### src/rtl/nn_pkg.sv
// Shared types and arithmetic helpers for the sequential neuron layer.
// PLAN sigmoid constants are kept in 1/32 units and scaled by the user.
package nn_pkg;

  typedef enum logic [1:0] {
    ST_LOAD,
    ST_COMPUTE,
    ST_OUTPUT
  } state_t;

  localparam int unsigned Q5_FRAC    = 5;
  localparam int unsigned BP_HI_Q5   = 160;
  localparam int unsigned BP_MID_Q5  = 76;
  localparam int unsigned BP_LO_Q5   = 32;
  localparam int unsigned OFF_HI_Q5  = 27;
  localparam int unsigned OFF_MID_Q5 = 20;
  localparam int unsigned OFF_LO_Q5  = 16;

  function automatic logic signed [63:0] sat_add(
    input logic signed [63:0] a,
    input logic signed [63:0] b,
    input int unsigned        w
  );
    logic signed [64:0] s;
    logic signed [64:0] hi;
    logic signed [64:0] lo;
    s  = {a[63], a} + {b[63], b};
    hi = (65'sd1 <<< (w - 1)) - 65'sd1;
    lo = -hi - 65'sd1;
    if (s > hi) return hi[63:0];
    if (s < lo) return lo[63:0];
    return s[63:0];
  endfunction

endpackage

### src/rtl/neuron_layer_seq_sigmoid_pwl.sv
// Combinational PLAN sigmoid: signed fixed-point in, unsigned [0,1] out.
module sigmoid_pwl
  import nn_pkg::*;
#(
  parameter int ACC_W  = 32,
  parameter int FRAC_W = 16
) (
  input  logic signed [ACC_W-1:0] x,
  output logic        [ACC_W-1:0] y
);

  localparam int SH = FRAC_W - Q5_FRAC;
  localparam logic [ACC_W-1:0] ONE     = ACC_W'(1) << FRAC_W;
  localparam logic [ACC_W-1:0] BP_HI   = ACC_W'(BP_HI_Q5) << SH;
  localparam logic [ACC_W-1:0] BP_MID  = ACC_W'(BP_MID_Q5) << SH;
  localparam logic [ACC_W-1:0] BP_LO   = ACC_W'(BP_LO_Q5) << SH;
  localparam logic [ACC_W-1:0] OFF_HI  = ACC_W'(OFF_HI_Q5) << SH;
  localparam logic [ACC_W-1:0] OFF_MID = ACC_W'(OFF_MID_Q5) << SH;
  localparam logic [ACC_W-1:0] OFF_LO  = ACC_W'(OFF_LO_Q5) << SH;

  logic             neg;
  logic [ACC_W-1:0] a;
  logic [ACC_W-1:0] yp;
  logic             r_hi;
  logic             r_mid;
  logic             r_lo;

  // The most-negative input negates to itself, lands in r_hi and yields 0.
  assign neg   = x[ACC_W-1];
  assign a     = neg ? ACC_W'(-x) : ACC_W'(x);
  assign r_hi  = a >= BP_HI;
  assign r_mid = !r_hi && (a >= BP_MID);
  assign r_lo  = !r_hi && !r_mid && (a >= BP_LO);

  always_comb begin
    yp = (a >> 2) + OFF_LO;
    unique case (1'b1)
      r_hi:    yp = ONE;
      r_mid:   yp = (a >> 5) + OFF_HI;
      r_lo:    yp = (a >> 3) + OFF_MID;
      default: yp = (a >> 2) + OFF_LO;
    endcase
  end

  assign y = neg ? ONE - yp : yp;

endmodule

### src/rtl/neuron_layer_seq.sv
// Time-multiplexed fully-connected layer: one MAC, PLAN sigmoid output.
// Define NEURON_BIAS_EN to add per-neuron bias registers.
module neuron_layer_seq
  import nn_pkg::*;
#(
  parameter int DATA_W = 16,
  parameter int ACC_W  = 32,
  parameter int FRAC_W = 16,
  parameter int N_IN   = 5,
  parameter int N_OUT  = 4,
  localparam int NW    = N_OUT * N_IN,
  localparam int AW    = $clog2(N_OUT * (N_IN + 1)),
  localparam int IW    = (N_OUT > 1) ? $clog2(N_OUT) : 1,
  localparam int CW    = $clog2(N_IN)
) (
  input  logic              clk,
  input  logic              rst,
  input  logic              w_we,
  input  logic [AW-1:0]     w_addr,
  input  logic [ACC_W-1:0]  w_data,
  input  logic              in_valid,
  output logic              in_ready,
  input  logic [DATA_W-1:0] in_data,
  output logic              out_valid,
  input  logic              out_ready,
  output logic [ACC_W-1:0]  out_data,
  output logic [IW-1:0]     out_idx,
  output logic              out_last
);

  state_t state;
  state_t state_nx;

  logic        [CW-1:0]     i;
  logic        [IW-1:0]     j;
  logic signed [ACC_W-1:0]  acc;
  logic signed [DATA_W-1:0] x_buf [N_IN];
  logic signed [DATA_W-1:0] w_mem [NW];

  logic                       i_last;
  logic                       j_last;
  logic                       w_ok;
  logic        [AW-1:0]       w_rd;
  logic signed [2*DATA_W-1:0] prod;
  logic signed [63:0]         acc_w;
  logic signed [63:0]         prod_w;
  logic signed [63:0]         sum_w;
  logic signed [ACC_W-1:0]    acc_sum;
  logic        [ACC_W-1:0]    sig_y;
  logic signed [ACC_W-1:0]    init_first;
  logic signed [ACC_W-1:0]    init_next;

  assign i_last   = i == CW'(N_IN - 1);
  assign j_last   = j == IW'(N_OUT - 1);
  assign in_ready = state == ST_LOAD;
  assign w_ok     = w_we && (state == ST_LOAD);

  assign w_rd    = AW'(j) * AW'(N_IN) + AW'(i);
  assign prod    = x_buf[i] * w_mem[w_rd];
  assign acc_w   = {{(64 - ACC_W){acc[ACC_W-1]}}, acc};
  assign prod_w  = {{(64 - 2 * DATA_W){prod[2*DATA_W-1]}}, prod};
  assign sum_w   = sat_add(acc_w, prod_w, ACC_W);
  assign acc_sum = sum_w[ACC_W-1:0];

  sigmoid_pwl #(
    .ACC_W  (ACC_W),
    .FRAC_W (FRAC_W)
  ) u_sig (
    .x (acc_sum),
    .y (sig_y)
  );

`ifdef NEURON_BIAS_EN
  logic signed [ACC_W-1:0] bias [N_OUT];
  logic        [IW-1:0]    j_inc;
  logic        [AW-1:0]    b_off;

  assign j_inc      = j + 1'b1;
  assign b_off      = w_addr - AW'(NW);
  assign init_first = bias[0];
  assign init_next  = bias[j_inc];

  always_ff @(posedge clk or posedge rst) begin
    if (rst) begin
      for (int k = 0; k < N_OUT; k++) bias[k] <= '0;
    end else if (w_ok && (w_addr >= AW'(NW))
                 && (b_off < AW'(N_OUT))) begin
      bias[IW'(b_off)] <= w_data;
    end
  end
`else
  assign init_first = '0;
  assign init_next  = '0;
`endif

  always_ff @(posedge clk or posedge rst) begin
    if (rst) state <= ST_LOAD;
    else     state <= state_nx;
  end

  always_comb begin
    state_nx = state;
    unique case (state)
      ST_LOAD:
        if (in_valid && i_last) state_nx = ST_COMPUTE;
      ST_COMPUTE:
        if (i_last) state_nx = ST_OUTPUT;
      ST_OUTPUT:
        if (out_ready) state_nx = j_last ? ST_LOAD : ST_COMPUTE;
      default:
        state_nx = ST_LOAD;
    endcase
  end

  always_ff @(posedge clk or posedge rst) begin
    if (rst) begin
      for (int k = 0; k < NW; k++) w_mem[k] <= '0;
    end else if (w_ok && (w_addr < AW'(NW))) begin
      w_mem[w_addr] <= w_data[DATA_W-1:0];
    end
  end

  always_ff @(posedge clk or posedge rst) begin
    if (rst) begin
      i         <= '0;
      j         <= '0;
      acc       <= '0;
      out_valid <= 1'b0;
      out_data  <= '0;
      out_idx   <= '0;
      out_last  <= 1'b0;
      for (int k = 0; k < N_IN; k++) x_buf[k] <= '0;
    end else begin
      unique case (state)
        ST_LOAD: begin
          if (in_valid) begin
            x_buf[i] <= in_data;
            if (i_last) begin
              i   <= '0;
              j   <= '0;
              acc <= init_first;
            end else begin
              i <= i + 1'b1;
            end
          end
        end
        ST_COMPUTE: begin
          acc <= acc_sum;
          if (i_last) begin
            i         <= '0;
            out_data  <= sig_y;
            out_idx   <= j;
            out_valid <= 1'b1;
            out_last  <= j_last;
          end else begin
            i <= i + 1'b1;
          end
        end
        ST_OUTPUT: begin
          if (out_ready) begin
            out_valid <= 1'b0;
            out_last  <= 1'b0;
            i         <= '0;
            if (!j_last) begin
              j   <= j + 1'b1;
              acc <= init_next;
            end
          end
        end
        default: ;
      endcase
    end
  end

endmodule
### config.mk
export PLATFORM = sky130hd
export DESIGN_NAME = neuron_layer_seq
export DESIGN_NICKNAME = d
export VERILOG_FILES = /design/src/rtl/nn_pkg.sv /design/src/rtl/neuron_layer_seq_sigmoid_pwl.sv /design/src/rtl/neuron_layer_seq.sv
export SDC_FILE = /design/constraint.sdc
export NUM_CORES = 2
export LEC_CHECK = 0
export BUFFER_PORTS_ARGS = -buffer_cell sky130_fd_sc_hd__buf_2
export CAP_MARGIN = 20
export CORE_UTILIZATION = 35
export DETAILED_ROUTE_END_ITERATION = 6
export MAX_ROUTING_LAYER = met4
export PLACE_DENSITY = 0.54
export SYNTH_ARGS = -nofsm -noshare
export SYNTH_HDL_FRONTEND = slang
export SYNTH_SLANG_ARGS = --single-unit
### constraint.sdc
create_clock -name clk -period 48.2 [get_ports clk]
set_clock_uncertainty 0.2 [all_clocks]
set_input_delay 14.46 -clock clk [delete_from_list [all_inputs] [get_ports clk]]
set_output_delay 14.46 -clock clk [all_outputs]
set_load 0.005 [all_outputs]
==> flow_summary.yaml <==
timing:
  hold_viol_final: 0
  relSlewSlack_pct: 24.4
  grt_setup_unrepaired: "false"
  fin_ws_ns: 30.04
  final.period_utilization_pct: 37.7
  layout_min_cycle_time_ns: 18.16
  setup_violations: 0
  fmaxAchievable_mhz: 55.1
  tns_ns: 0
  tightest_slew_ns: 1.13
  slew_violations: 0
finish:
  layout-drive-gt1-share_pct: 24.1
  syn_to_final_growth_pct: 10.6
  final_cell_mix: "474 x dfrtp_1, 423 x mux2_2, 362 x inv_1"
  final_cells: 4697
  layout.cells.most_common: "dfrtp_1"
  fin_nets: 3759
clocking:
  cts.sinks: 475
  cts_htree_levels: 2
  clk_path_buf_depth: 3
  numCtsBuffers: 55
  cts_root_buffer: "clkbuf_16"
  path_clk_slew_ns: 0.06
  cts_resized: 0
  worst_skew_pair.late_latency_ns: 0.67
  postCtsSetupBuffers: 0
  cts_tree: "yes"
  hold_buffers: 0
global_routing:
  gr-usage-all-layers_pct: 19.4
  grt_pass1_wl_um: 153000
  gr-total-overflow: 0
  grt_max_degree: 82
  grt_antenna_before_repair: 4
  grt_pass1_vias: 25800
synthesis:
  avgSynthCellArea_um2: 10.9
  yosys_warnings: 0
  yosys_most_used_dff: "dfrtp_1"
  yosysUniqueCellTypes: 97
  async_flop_share_pct: 100
  synth_area_um2: 36000
  syn_nets: 3763
  yosysSeqAreaShare_pct: 33.0
  synth_enable_flop_cells: 0
  synth_seq_cells: 475
  syn_inst: 3286
placement:
  place_ws_ns: 30.00
  port_buffers: 78
  place_inst: 4591
  hpwl_um: 67200
  gp_congestion: 0.906
floorplanning:
  coreArea_um2: 102000
  die_h_um: 323
  rows: 117
  ioPinCount: 95
  dieWidth_um: 323
  die_area_um2: 104000
  start_util_pct: 35.3
worst_setup_path:
  worst_r2r_path_depth: 49
  path_class: "reg2reg"
  cp_max_fo: 56
  r2r_end: "out_data[28]"
  crit_arrival_ns: 18.51
  critPathMaxStageDelay_ns: 0.77
  startpoint_type: "register"
  cp-end-kind: "register"
  r2r-start: "i[0]"
  cp.required_ns: 48.55
  r2r_slack_ns: 30.04
  cp_common_cell: "inv_1"
  critPathSlowestCell: "nor3b_2"
route:
  drt-wirelength-per-cell_um: 20.3
  wl_met1_um: 41900
  met2WireLength_um: 47700
  drtIter0Drc: 1333
  first_pass_iters: 5
  dr_total_vias: 24800
  via_per_inst: 5.28
  wl_met3_um: 3110
  drc: 0
  detail-route-antenna-nets: 0
  routed_wl_um: 95200
  top_layer: "met4"
outcome:
  status: "finished, final reports clean"
worst_hold_path:
  min_path_type: "reg2reg"
  hold_depth: 2
  hold_end: "out_data[2]"
  hp-start: "out_data[2]"
job:
  maxCapViolations: 0
## critical path: cells and delay by family, from the launching register on
kind / cells / cell delay, ns
flip-flops: 1 / 0.33
buffers and inverters: 11 / 3.23
AND/OR/NAND/NOR: 13 / 4.88
AO/OA/AOI/OAI: 13 / 3.62
adder cells (fa/ha/maj): 10 / 4.62
multiplexers: 2 / 1.09
## cell type report
cell class	instances	area [um2]
flip-flops and latches	475	11900
diodes	2	5.00
clock buffers	78	1580
inverters	364	1370
multi-input cells	2246	22000
well taps	1368	1710
clock inverters	24	339
repair buffers	140	900
fillers	10100	62100
## cell usage after synthesis (5+ instances only)
cell / count / area share, %
a211o_1: 9 / 0.22
a211oi_1: 20 / 0.42
a21o_1: 23 / 0.48
a21oi_1: 121 / 1.7
a21oi_2: 5 / 0.12
a22o_1: 28 / 0.68
a22oi_1: 16 / 0.33
a31oi_1: 12 / 0.21
and2_1: 32 / 0.56
and3_1: 17 / 0.30
and4_1: 8 / 0.19
buf_1: 24 / 0.25
buf_2: 24 / 0.33
buf_4: 5 / 0.10
clkbuf_1: 148 / 1.5
dfrtp_1: 475 / 33
fa_1: 301 / 17
ha_1: 118 / 4.1
inv_1: 363 / 3.8
mux2_2: 423 / 13
mux2i_1: 10 / 0.28
mux4_2: 94 / 5.9
nand2_1: 252 / 2.6
nand2b_1: 22 / 0.38
nand3_1: 32 / 0.45
nand4_1: 22 / 0.38
nor2_1: 231 / 2.4
nor2b_1: 30 / 0.52
nor3_1: 25 / 0.35
o211a_1: 9 / 0.25
o211ai_1: 22 / 0.46
o21a_1: 14 / 0.29
o21ai_0: 100 / 1.4
o21ai_1: 18 / 0.25
o21bai_1: 5 / 0.10
o22a_1: 18 / 0.44
o22ai_1: 24 / 0.42
o31ai_1: 8 / 0.17
or2_2: 12 / 0.21
or3_1: 10 / 0.17
xnor2_1: 38 / 0.93
xor2_1: 19 / 0.46
## cell families after synthesis
logic type	count (synthesis)	share of synthesized area [%]
xor+xnor	60	1.58
mux	527	19.4
compound gates	516	9.81
buf+inv	565	6.03
flops	475	33.0
fa+ha+maj	419	20.9
simple gates	724	9.30
## layer usage
layer	track usage, %	up-vias
met3	2.00	129
met5	-	-
met4	5.06	0
li1	-	11300
met2	32.8	423
met1	24.8	13000
## through the flow
step                      instance area, um2  hold WS [ns]  utilization (%)
final                                  39800         0.262             39.0
after global routing                   39800         0.285             39.0
after CTS                              39700         0.265             39.0
after detailed placement               37800         0.252             37.1
after floorplan                        36000         0.250                -
after global placement                 37800         0.247             37.1
## worst max-delay path by stage
| stage | startpoint | endpoint | cells past startpoint |
|---|---|---|---|
| after global routing | i[0] | out_data[28] | 49 |
| after CTS | i[0] | out_data[28] | 51 |
| final | i[0] | out_data[28] | 49 |
| after floorplan | rst | acc[0] | 1 |
| after detailed placement | i[0] | out_data[22] | 51 |
| after global placement | i[0] | out_data[18] | 49 |
## flip-flops by register name, indices dropped and copies added, names as in the netlist
| signal | cells |
|---|---|
| acc | 32 |
| i | 3 |
| j | 2 |
| out_data | 32 |
| out_idx | 2 |
| out_last | 1 |
| out_valid | 1 |
| state | 2 |
| w_mem | 320 |
| x_buf | 80 |
Power is left out: the tool's default activity adds up to more than one toggle a clock period on the data nets, which glitch-free logic cannot reach.
